**src/rtl/act_cell_bank_if.sv**
```systemverilog
// Bus bundle for act_cell_bank: operands and selects in, registered results out.
// master drives stimulus, slave is the cell bank itself.
interface act_cell_bank_if #(
  parameter int N = 8
);
  logic         en;
  logic [N-1:0] add_a;
  logic [N-1:0] add_b;
  logic         add_ci;
  logic [N-1:0] add_s;
  logic         add_co;
  logic         c1_a0;
  logic         c1_a1;
  logic         c1_sa;
  logic         c1_b0;
  logic         c1_b1;
  logic         c1_sb;
  logic         c1_s0;
  logic         c1_s1;
  logic         c1_f;
  logic         c2_d0;
  logic         c2_d1;
  logic         c2_d2;
  logic         c2_d3;
  logic         c2_a0;
  logic         c2_a1;
  logic         c2_b0;
  logic         c2_b1;
  logic         c2_out;

  modport master (
    output en,
    output add_a,
    output add_b,
    output add_ci,
    output c1_a0,
    output c1_a1,
    output c1_sa,
    output c1_b0,
    output c1_b1,
    output c1_sb,
    output c1_s0,
    output c1_s1,
    output c2_d0,
    output c2_d1,
    output c2_d2,
    output c2_d3,
    output c2_a0,
    output c2_a1,
    output c2_b0,
    output c2_b1,
    input  add_s,
    input  add_co,
    input  c1_f,
    input  c2_out
  );

  modport slave (
    input  en,
    input  add_a,
    input  add_b,
    input  add_ci,
    input  c1_a0,
    input  c1_a1,
    input  c1_sa,
    input  c1_b0,
    input  c1_b1,
    input  c1_sb,
    input  c1_s0,
    input  c1_s1,
    input  c2_d0,
    input  c2_d1,
    input  c2_d2,
    input  c2_d3,
    input  c2_a0,
    input  c2_a1,
    input  c2_b0,
    input  c2_b1,
    output add_s,
    output add_co,
    output c1_f,
    output c2_out
  );
endinterface

```
**src/rtl/act_cell_bank.sv**
```systemverilog
// Registered bank of ripple adder, C1 mux/OR cell and C2 gated 4:1 mux cell.
// All results share one enable and one async active-low reset.
module act_cell_bank #(
  parameter int N = 8
) (
  input  logic             clk,
  input  logic             rst,
  act_cell_bank_if.slave   bus
);

  logic [N-1:0] sum_d;
  logic [N-1:0] sum_q;
  logic         co_d;
  logic         co_q;
  logic         carry;

  logic         c1_a;
  logic         c1_b;
  logic         c1_sel;
  logic         c1_d;
  logic         c1_q;

  logic         c2_hi;
  logic         c2_lo;
  logic         c2_d;
  logic         c2_q;

  // Explicit ripple chain so this cell matches the gate-level reference.
  always_comb begin
    carry = bus.add_ci;
    sum_d = '0;
    for (int i = 0; i < N; i++) begin
      sum_d[i] = bus.add_a[i] ^ bus.add_b[i] ^ carry;
      carry    = (bus.add_a[i] & bus.add_b[i])
               | (carry & (bus.add_a[i] ^ bus.add_b[i]));
    end
    co_d = carry;
  end

  always_comb begin
    c1_a   = bus.c1_sa ? bus.c1_a1 : bus.c1_a0;
    c1_b   = bus.c1_sb ? bus.c1_b1 : bus.c1_b0;
    c1_sel = bus.c1_s0 | bus.c1_s1;
    c1_d   = c1_sel ? c1_b : c1_a;
  end

  always_comb begin
    c2_hi = bus.c2_a0 & bus.c2_a1;
    c2_lo = bus.c2_b0 | bus.c2_b1;
    c2_d  = bus.c2_d0;
    case ({c2_hi, c2_lo})
      2'b00:   c2_d = bus.c2_d0;
      2'b01:   c2_d = bus.c2_d1;
      2'b10:   c2_d = bus.c2_d2;
      2'b11:   c2_d = bus.c2_d3;
      default: c2_d = bus.c2_d0;
    endcase
  end

  always_ff @(posedge clk or negedge rst) begin
    if (!rst) begin
      sum_q <= '0;
      co_q  <= 1'b0;
      c1_q  <= 1'b0;
      c2_q  <= 1'b0;
    end else if (bus.en) begin
      sum_q <= sum_d;
      co_q  <= co_d;
      c1_q  <= c1_d;
      c2_q  <= c2_d;
    end
  end

  assign bus.add_s  = sum_q;
  assign bus.add_co = co_q;
  assign bus.c1_f   = c1_q;
  assign bus.c2_out = c2_q;

endmodule

```
**src/flat_wrapper.sv**
```systemverilog
// flat-port wrapper written by rule: the top's interface ports become plain ports
module act_cell_bank_flat 
#(
  parameter int N = 8
)
  (clk, rst, bus_en, bus_add_a, bus_add_b, bus_add_ci, bus_c1_a0, bus_c1_a1, bus_c1_sa, bus_c1_b0, bus_c1_b1, bus_c1_sb, bus_c1_s0, bus_c1_s1, bus_c2_d0, bus_c2_d1, bus_c2_d2, bus_c2_d3, bus_c2_a0, bus_c2_a1, bus_c2_b0, bus_c2_b1, bus_add_s, bus_add_co, bus_c1_f, bus_c2_out);
  act_cell_bank_if #(.N(N)) bus_i ();
  input  logic clk;
  input  logic rst;
  input wire logic [$bits(bus_i.en)-1:0] bus_en;
  input wire logic [$bits(bus_i.add_a)-1:0] bus_add_a;
  input wire logic [$bits(bus_i.add_b)-1:0] bus_add_b;
  input wire logic [$bits(bus_i.add_ci)-1:0] bus_add_ci;
  input wire logic [$bits(bus_i.c1_a0)-1:0] bus_c1_a0;
  input wire logic [$bits(bus_i.c1_a1)-1:0] bus_c1_a1;
  input wire logic [$bits(bus_i.c1_sa)-1:0] bus_c1_sa;
  input wire logic [$bits(bus_i.c1_b0)-1:0] bus_c1_b0;
  input wire logic [$bits(bus_i.c1_b1)-1:0] bus_c1_b1;
  input wire logic [$bits(bus_i.c1_sb)-1:0] bus_c1_sb;
  input wire logic [$bits(bus_i.c1_s0)-1:0] bus_c1_s0;
  input wire logic [$bits(bus_i.c1_s1)-1:0] bus_c1_s1;
  input wire logic [$bits(bus_i.c2_d0)-1:0] bus_c2_d0;
  input wire logic [$bits(bus_i.c2_d1)-1:0] bus_c2_d1;
  input wire logic [$bits(bus_i.c2_d2)-1:0] bus_c2_d2;
  input wire logic [$bits(bus_i.c2_d3)-1:0] bus_c2_d3;
  input wire logic [$bits(bus_i.c2_a0)-1:0] bus_c2_a0;
  input wire logic [$bits(bus_i.c2_a1)-1:0] bus_c2_a1;
  input wire logic [$bits(bus_i.c2_b0)-1:0] bus_c2_b0;
  input wire logic [$bits(bus_i.c2_b1)-1:0] bus_c2_b1;
  output wire logic [$bits(bus_i.add_s)-1:0] bus_add_s;
  output wire logic [$bits(bus_i.add_co)-1:0] bus_add_co;
  output wire logic [$bits(bus_i.c1_f)-1:0] bus_c1_f;
  output wire logic [$bits(bus_i.c2_out)-1:0] bus_c2_out;
  assign bus_i.en = bus_en;
  assign bus_i.add_a = bus_add_a;
  assign bus_i.add_b = bus_add_b;
  assign bus_i.add_ci = bus_add_ci;
  assign bus_i.c1_a0 = bus_c1_a0;
  assign bus_i.c1_a1 = bus_c1_a1;
  assign bus_i.c1_sa = bus_c1_sa;
  assign bus_i.c1_b0 = bus_c1_b0;
  assign bus_i.c1_b1 = bus_c1_b1;
  assign bus_i.c1_sb = bus_c1_sb;
  assign bus_i.c1_s0 = bus_c1_s0;
  assign bus_i.c1_s1 = bus_c1_s1;
  assign bus_i.c2_d0 = bus_c2_d0;
  assign bus_i.c2_d1 = bus_c2_d1;
  assign bus_i.c2_d2 = bus_c2_d2;
  assign bus_i.c2_d3 = bus_c2_d3;
  assign bus_i.c2_a0 = bus_c2_a0;
  assign bus_i.c2_a1 = bus_c2_a1;
  assign bus_i.c2_b0 = bus_c2_b0;
  assign bus_i.c2_b1 = bus_c2_b1;
  assign bus_add_s = bus_i.add_s;
  assign bus_add_co = bus_i.add_co;
  assign bus_c1_f = bus_i.c1_f;
  assign bus_c2_out = bus_i.c2_out;
  act_cell_bank #(.N(N)) u_core (.clk(clk), .rst(rst), .bus(bus_i));
endmodule
```
**config.mk**
```make
export PLATFORM = sky130hd
export DESIGN_NAME = act_cell_bank_flat
export DESIGN_NICKNAME = d
export VERILOG_FILES = /design/src/rtl/act_cell_bank_if.sv /design/src/rtl/act_cell_bank.sv /design/src/flat_wrapper.sv
export SDC_FILE = /design/constraint.sdc
export NUM_CORES = 1
export LEC_CHECK = 0
export CELL_PAD_IN_SITES_DETAIL_PLACEMENT = 0
export CELL_PAD_IN_SITES_GLOBAL_PLACEMENT = 1
export CORE_ASPECT_RATIO = 1.4
export CORE_MARGIN = 5
export CORE_UTILIZATION = 27
export DETAILED_ROUTE_END_ITERATION = 16
export GPL_TIMING_DRIVEN = 0
export PLACE_DENSITY = 0.91
export SLEW_MARGIN = 20
export SYNTH_ARGS = -nofsm -noshare
export SYNTH_HDL_FRONTEND = slang
export SYNTH_SLANG_ARGS = --single-unit
```
**constraint.sdc**
```tcl
create_clock -name clk -period 2.2 [get_ports clk]
set_input_delay 0.22 -clock clk [delete_from_list [all_inputs] [get_ports clk]]
set_output_delay 0.22 -clock clk [all_outputs]
set_load 0.005 [all_outputs]
```
* Yosys cells after proc, flatten, opt, wreduce, memory -nomap -nowiden
Cells that the tools add are included.
Widths: inputs -> output; s select.
** Word-level totals
- Bits in registers :: 11
- Input port bits :: 36
- Output and inout bits :: 11
- Word-level logic and storage cells :: 55
** Cells by class
- Equality and inequality tests :: 3
- Muxes and demuxes :: 4
- Bitwise operators :: 43
- Reduce and logical (&&, ||, !) cells :: 1
** Operators with widths (number)
- $and 1x1->1 :: 17
- $xor 1x1->1 :: 16
- $or 1x1->1 :: 10
- $eq 2x2->1 const B :: 2
- $pmux 1 s4 :: 1
- $mux 1 :: 3
- $eq 2x1->1 const B :: 1
- $logic_not 2->1 :: 1

* Longest topological paths before layout
- Depth in word-level cells :: 17
- Mapped depth :: 12
- Gate-level depth less buffers :: 12

* Least setup slack after synthesis
No wires, ideal clock.
- Kind :: input-to-reg
- Start point :: in bus_add_ci
- End point :: reg u_core.sum_q[7], in the netlist u_core.bus.add_s[7]
- Setup time :: 0.079 ns
- Arrival time :: 3.312 ns
- Required time :: 2.121 ns
- Setup slack :: -1.192 ns
- Stages :: 12
- Buffers on the path :: 0
- Cell sequence :: fa_1 > inv_1 > fa_1 > inv_1 > fa_1 > fa_1 > fa_1 > fa_1 > fa_1 > inv_1 > fa_1 > mux2i_1
** On the way
- Cells in the longest elaborated chain, start to end :: 15
** Ends and longest elaborated chain
- from (decl) :: RTL line flat_wrapper.sv:13 : input wire logic [$bits(bus_i.add_ci)-1:0] bus_add_ci;
- $and 1x1->1 :: RTL line act_cell_bank.sv:35 : | (carry & (bus.add_a[i] ^ bus.add_b[i]));
- $or 1x1->1 :: RTL line act_cell_bank.sv:35
- $and 1x1->1 :: RTL line act_cell_bank.sv:35
- $or 1x1->1 :: RTL line act_cell_bank.sv:35
- $and 1x1->1 :: RTL line act_cell_bank.sv:35
- $or 1x1->1 :: RTL line act_cell_bank.sv:35
- $and 1x1->1 :: RTL line act_cell_bank.sv:35
- $or 1x1->1 :: RTL line act_cell_bank.sv:35
- $and 1x1->1 :: RTL line act_cell_bank.sv:35
- $or 1x1->1 :: RTL line act_cell_bank.sv:35
- $and 1x1->1 :: RTL line act_cell_bank.sv:35
- $or 1x1->1 :: RTL line act_cell_bank.sv:35
- $and 1x1->1 :: RTL line act_cell_bank.sv:35
- $or 1x1->1 :: RTL line act_cell_bank.sv:35
- $xor 1x1->1 :: RTL line act_cell_bank.sv:33 : sum_d[i] = bus.add_a[i] ^ bus.add_b[i] ^ carry;
- to (signal assigned) :: RTL line act_cell_bank.sv:67 : sum_q <= sum_d;
- to (decl) :: RTL line act_cell_bank.sv:12 : logic [N-1:0] sum_q;
No other way between the ends.
A chain may end at the register's enable or synchronous reset.

* Final worst setup path
- Start point :: in bus_add_b[0]
- End point :: reg u_core.sum_q[7], in the netlist u_core.bus.add_s[7]
** On the way
- Cells in the longest elaborated chain, start to end :: 16
- Elaborated cells on any way between the ends :: 17
- Classes of those cells :: 17 x bitwise
** Ends and longest elaborated chain
- from (decl) :: RTL line flat_wrapper.sv:12 : input wire logic [$bits(bus_i.add_b)-1:0] bus_add_b;
- $xor 1x1->1 :: RTL line act_cell_bank.sv:35
- $and 1x1->1 :: RTL line act_cell_bank.sv:35
- $or 1x1->1 * :: RTL line act_cell_bank.sv:35
- $and 1x1->1 * :: RTL line act_cell_bank.sv:35
- $or 1x1->1 * :: RTL line act_cell_bank.sv:35
- $and 1x1->1 * :: RTL line act_cell_bank.sv:35
- $or 1x1->1 * :: RTL line act_cell_bank.sv:35
- $and 1x1->1 * :: RTL line act_cell_bank.sv:35
- $or 1x1->1 * :: RTL line act_cell_bank.sv:35
- $and 1x1->1 * :: RTL line act_cell_bank.sv:35
- $or 1x1->1 * :: RTL line act_cell_bank.sv:35
- $and 1x1->1 * :: RTL line act_cell_bank.sv:35
- $or 1x1->1 * :: RTL line act_cell_bank.sv:35
- $and 1x1->1 * :: RTL line act_cell_bank.sv:35
- $or 1x1->1 * :: RTL line act_cell_bank.sv:35
- $xor 1x1->1 * :: RTL line act_cell_bank.sv:33
Mark *: on every way between the ends. The rest lies on a longest branch, timed or not.

==> results_dict.tcl <==
set metrics [dict create \
    status "finished with violations" \
    failed_checks "negative setup slack" \
    synth_flop_cell "dfrtp_1" \
    r2r_end "u_core.bus.add_s[4]" \
    cts_sinks 11 \
    rrSetupSlack_ps 1430 \
    place.gp.congestion 0.6283 \
    design_area_mm2 0.001204 \
    p_total_mw 0.6757 \
    fill_cells 240 \
    synth_common_cells "dfrtp_1 (11), inv_1 (10), fa_1 (8), mux2_2 (8), mux2i_1 (6)" \
    yosysTopAreaCell "dfrtp_1" \
    finalCritPeriodShare_pct 141.8 \
    io_pins 47 \
    pwr-share-comb_pct 39.8 \
    slowest_delay_ps 400 \
    path_common_cell "fa_2" \
    reg2reg_depth 1 \
    worst_slack_ps -918.9 \
    clock_skew_ps 0 \
    num_vias 555 \
    netlist_instances 48 \
    fmax_mhz 320.6 \
    wl_mm 1.587 \
    drive_above_1_share_pct 26.53 \
    avgSynthCellArea_um2 13.79 \
    syn_nets 92 \
    synth_seq_area_share_pct 41.59 \
    cellPowerDensity_mw_per_mm2 561.4 \
    start_util_pct 27.99 \
    grt_start_max_net_pins 12 \
    synth.area.top_cells "dfrtp_1 (42%), fa_1 (24%), mux2_2 (14%), mux2i_1 (9.1%), inv_1 (5.7%)" \
    nNetsFinal 143 \
    synth-seq-cells 11 \
    finalHoldViolCount 0 \
    dp_hpwl_mm 1.348 \
    slew_violations 0 \
    swShare_pct 25.19 \
    synth_warnings 0 \
    synth_edf_count 0 \
    vias_per_cell 4.587 \
    ys_types 9 \
    dieArea_mm2 0.003556 \
    ant_nets 0 \
    arrival_ps 3310 \
    crit_path_max_fanout 1 \
    required_ps 2390 \
    rsz0062_at_grt "true" \
    path_cells "buf_6, fa_2, inv_2, fa_2, inv_2, fa_2, fa_2, fa_2, fa_2, fa_2, inv_2, fa_1, mux2i_1" \
    setup_viol 4 \
    cts_buffers 3 \
    overflow 0 \
    critPathSlowestCell "fa_1" \
    slew_headroom_pct 65.50 \
    grt_usage_pct 10.35 \
    first_iter_violations 3 \
    p_seq_share_pct 39.5 \
    cts_buffer_depth 2 \
    grt_pass1_wl_mm 2.704 \
    cap_violations 0 \
    async_reset_ff_share_pct 100.0 \
    coreArea_mm2 0.002365 \
    clkTransAtPathRegs_ps 70 \
    die_h_um 68.59 \
    rr_startpoint "u_core.bus.add_s[4]" \
    p_leak_nw 0.5243 \
    drc 0 \
    yosysTopAreaCellShare_pct 41.59 \
    p_switching_mw 0.1702 \
    wl_per_cell_um 13.12 \
    synth_most_common_cell "dfrtp_1" \
    grt_pass1_vias 626 \
    port_buffers 46 \
    period_minus_slack_ps 3119 \
    fin_util_pct 50.90 \
    crit_type "input port to flop" \
    stdcell_count 121 \
    min_path_type "input port to async pin" \
    end_kind "flop" \
    firstDrtPassIters 3 \
    syn-cell-area_um2 661.9 \
    clk_latency_ps 260 \
    htree_levels 1 \
    internal_power_mw 0.5055 \
    root_buffer "clkbuf_4" \
    crit_path_start_kind "input port" \
    placed_cells 117 \
    tritoncts "built" \
    cts_hold_buffers 0 \
    place_area_mm2 0.001172 \
    vdd_ir_drop_max_v 0.0003044 \
    area_growth_pct 81.85 \
    rows 21 \
    worst_pin_slew_ps 515.9 \
    fp.dieW_um 51.85 \
    grt_antenna_before_repair 0 \
    antenna-diode-count 0 \
    p_clk_share_pct 20.8 \
]
==> worst max-delay path: cells and delay by family <==
family	cells	cell delay, ps
fa+ha+maj	8	2690
buf+inv	4	250
mux	1	140
==> state kept, by name, indices dropped and copies added (netlist names) <==
register           flops
u_core.bus.add_co      1
u_core.bus.c1_f        1
u_core.bus.c2_out      1
u_core.bus.add_s       8
==> power groups by stage <==
stage               Sequential (mW)  Clock [mW]  Combinational (mW)
finish                        0.267       0.140               0.269
global route                  0.273       0.160               0.296
CTS                           0.267       0.148               0.277
detailed placement            0.271           0               0.269
global placement              0.270           0               0.260
floorplan                     0.274           0              0.0841
==> stage by stage <==
step                setup TNS (ps)  setup slack (ps)  hold slack, ps
finish                       -2587            -918.9           290.8
global route                 -2793            -976.9           329.9
CTS                          -3134             -1054           308.9
detailed placement           -6251             -1593           496.4
global placement             -6042             -1544           489.8
floorplan                    -3110            -998.9          -75.59
==> cell usage in the layout (no fill, tap or decap) <==
cell	synthesis	layout
buf_2	1	2
buf_6	0	2
clkbuf_1	0	1
clkbuf_4	0	3
clkdlybuf4s50_1	0	43
dfrtp_1	11	11
fa_1	8	1
fa_2	0	7
inv_1	10	7
inv_2	0	3
mux2_2	8	5
mux2_4	0	3
mux2i_1	6	6
mux4_2	1	1
nand2_1	1	1
nor2_1	2	2
==> final cells by class <==
type	instances	area, um2	share of cell area [%]
sequential	11	275.3	22.87
inverter	10	37.54	3.119
buffer	1	5.005	0.4158
timing repair buffer	46	457.9	38.05
tap	23	28.78	2.391
multi-input combinational	26	372.9	30.98
clock buffer	4	26.28	2.183
==> worst max path at each step <==
stage	startpoint	to	depth (start not counted)
detailed placement	bus_add_ci	u_core.bus.add_s[7]	13
global route	bus_add_b[0]	u_core.bus.add_s[7]	13
global placement	bus_add_ci	u_core.bus.add_s[7]	13
finish	bus_add_b[0]	u_core.bus.add_s[7]	13
floorplan	bus_add_ci	u_core.bus.add_s[7]	12
CTS	bus_add_ci	u_core.bus.add_s[7]	13
==> logic make-up (layout without fill, tap and decap cells) <==
logic type / after synthesis / count (layout) / share of synthesized area (%)
buffers and inverters: 11 / 61 / 6.427
multiplexers: 15 / 15 / 26.09
flip-flops: 11 / 11 / 41.59
AND/OR/NAND/NOR: 3 / 3 / 1.701
adder cells (fa/ha/maj): 8 / 8 / 24.20
==> per-layer routing <==
layer / global-route usage [%] / up-vias / share of wire (%)
met1: 9.769 / 274 / 35
met2: 19.18 / 31 / 54
met5: 0 / - / 0
met4: 4.918 / 0 / 0
li1: - / 250 / -
met3: 4.086 / 0 / 11
==> timing repair <==
item | 4_1_cts | 5_1_grt
pin swaps | 8 | 8
setup endpoints to repair | 6 | 5
setup buffers | 0 | 0
cloned | 0 | 0
gates resized for setup | 15 | 1
(Power assumes the default switching activity.)
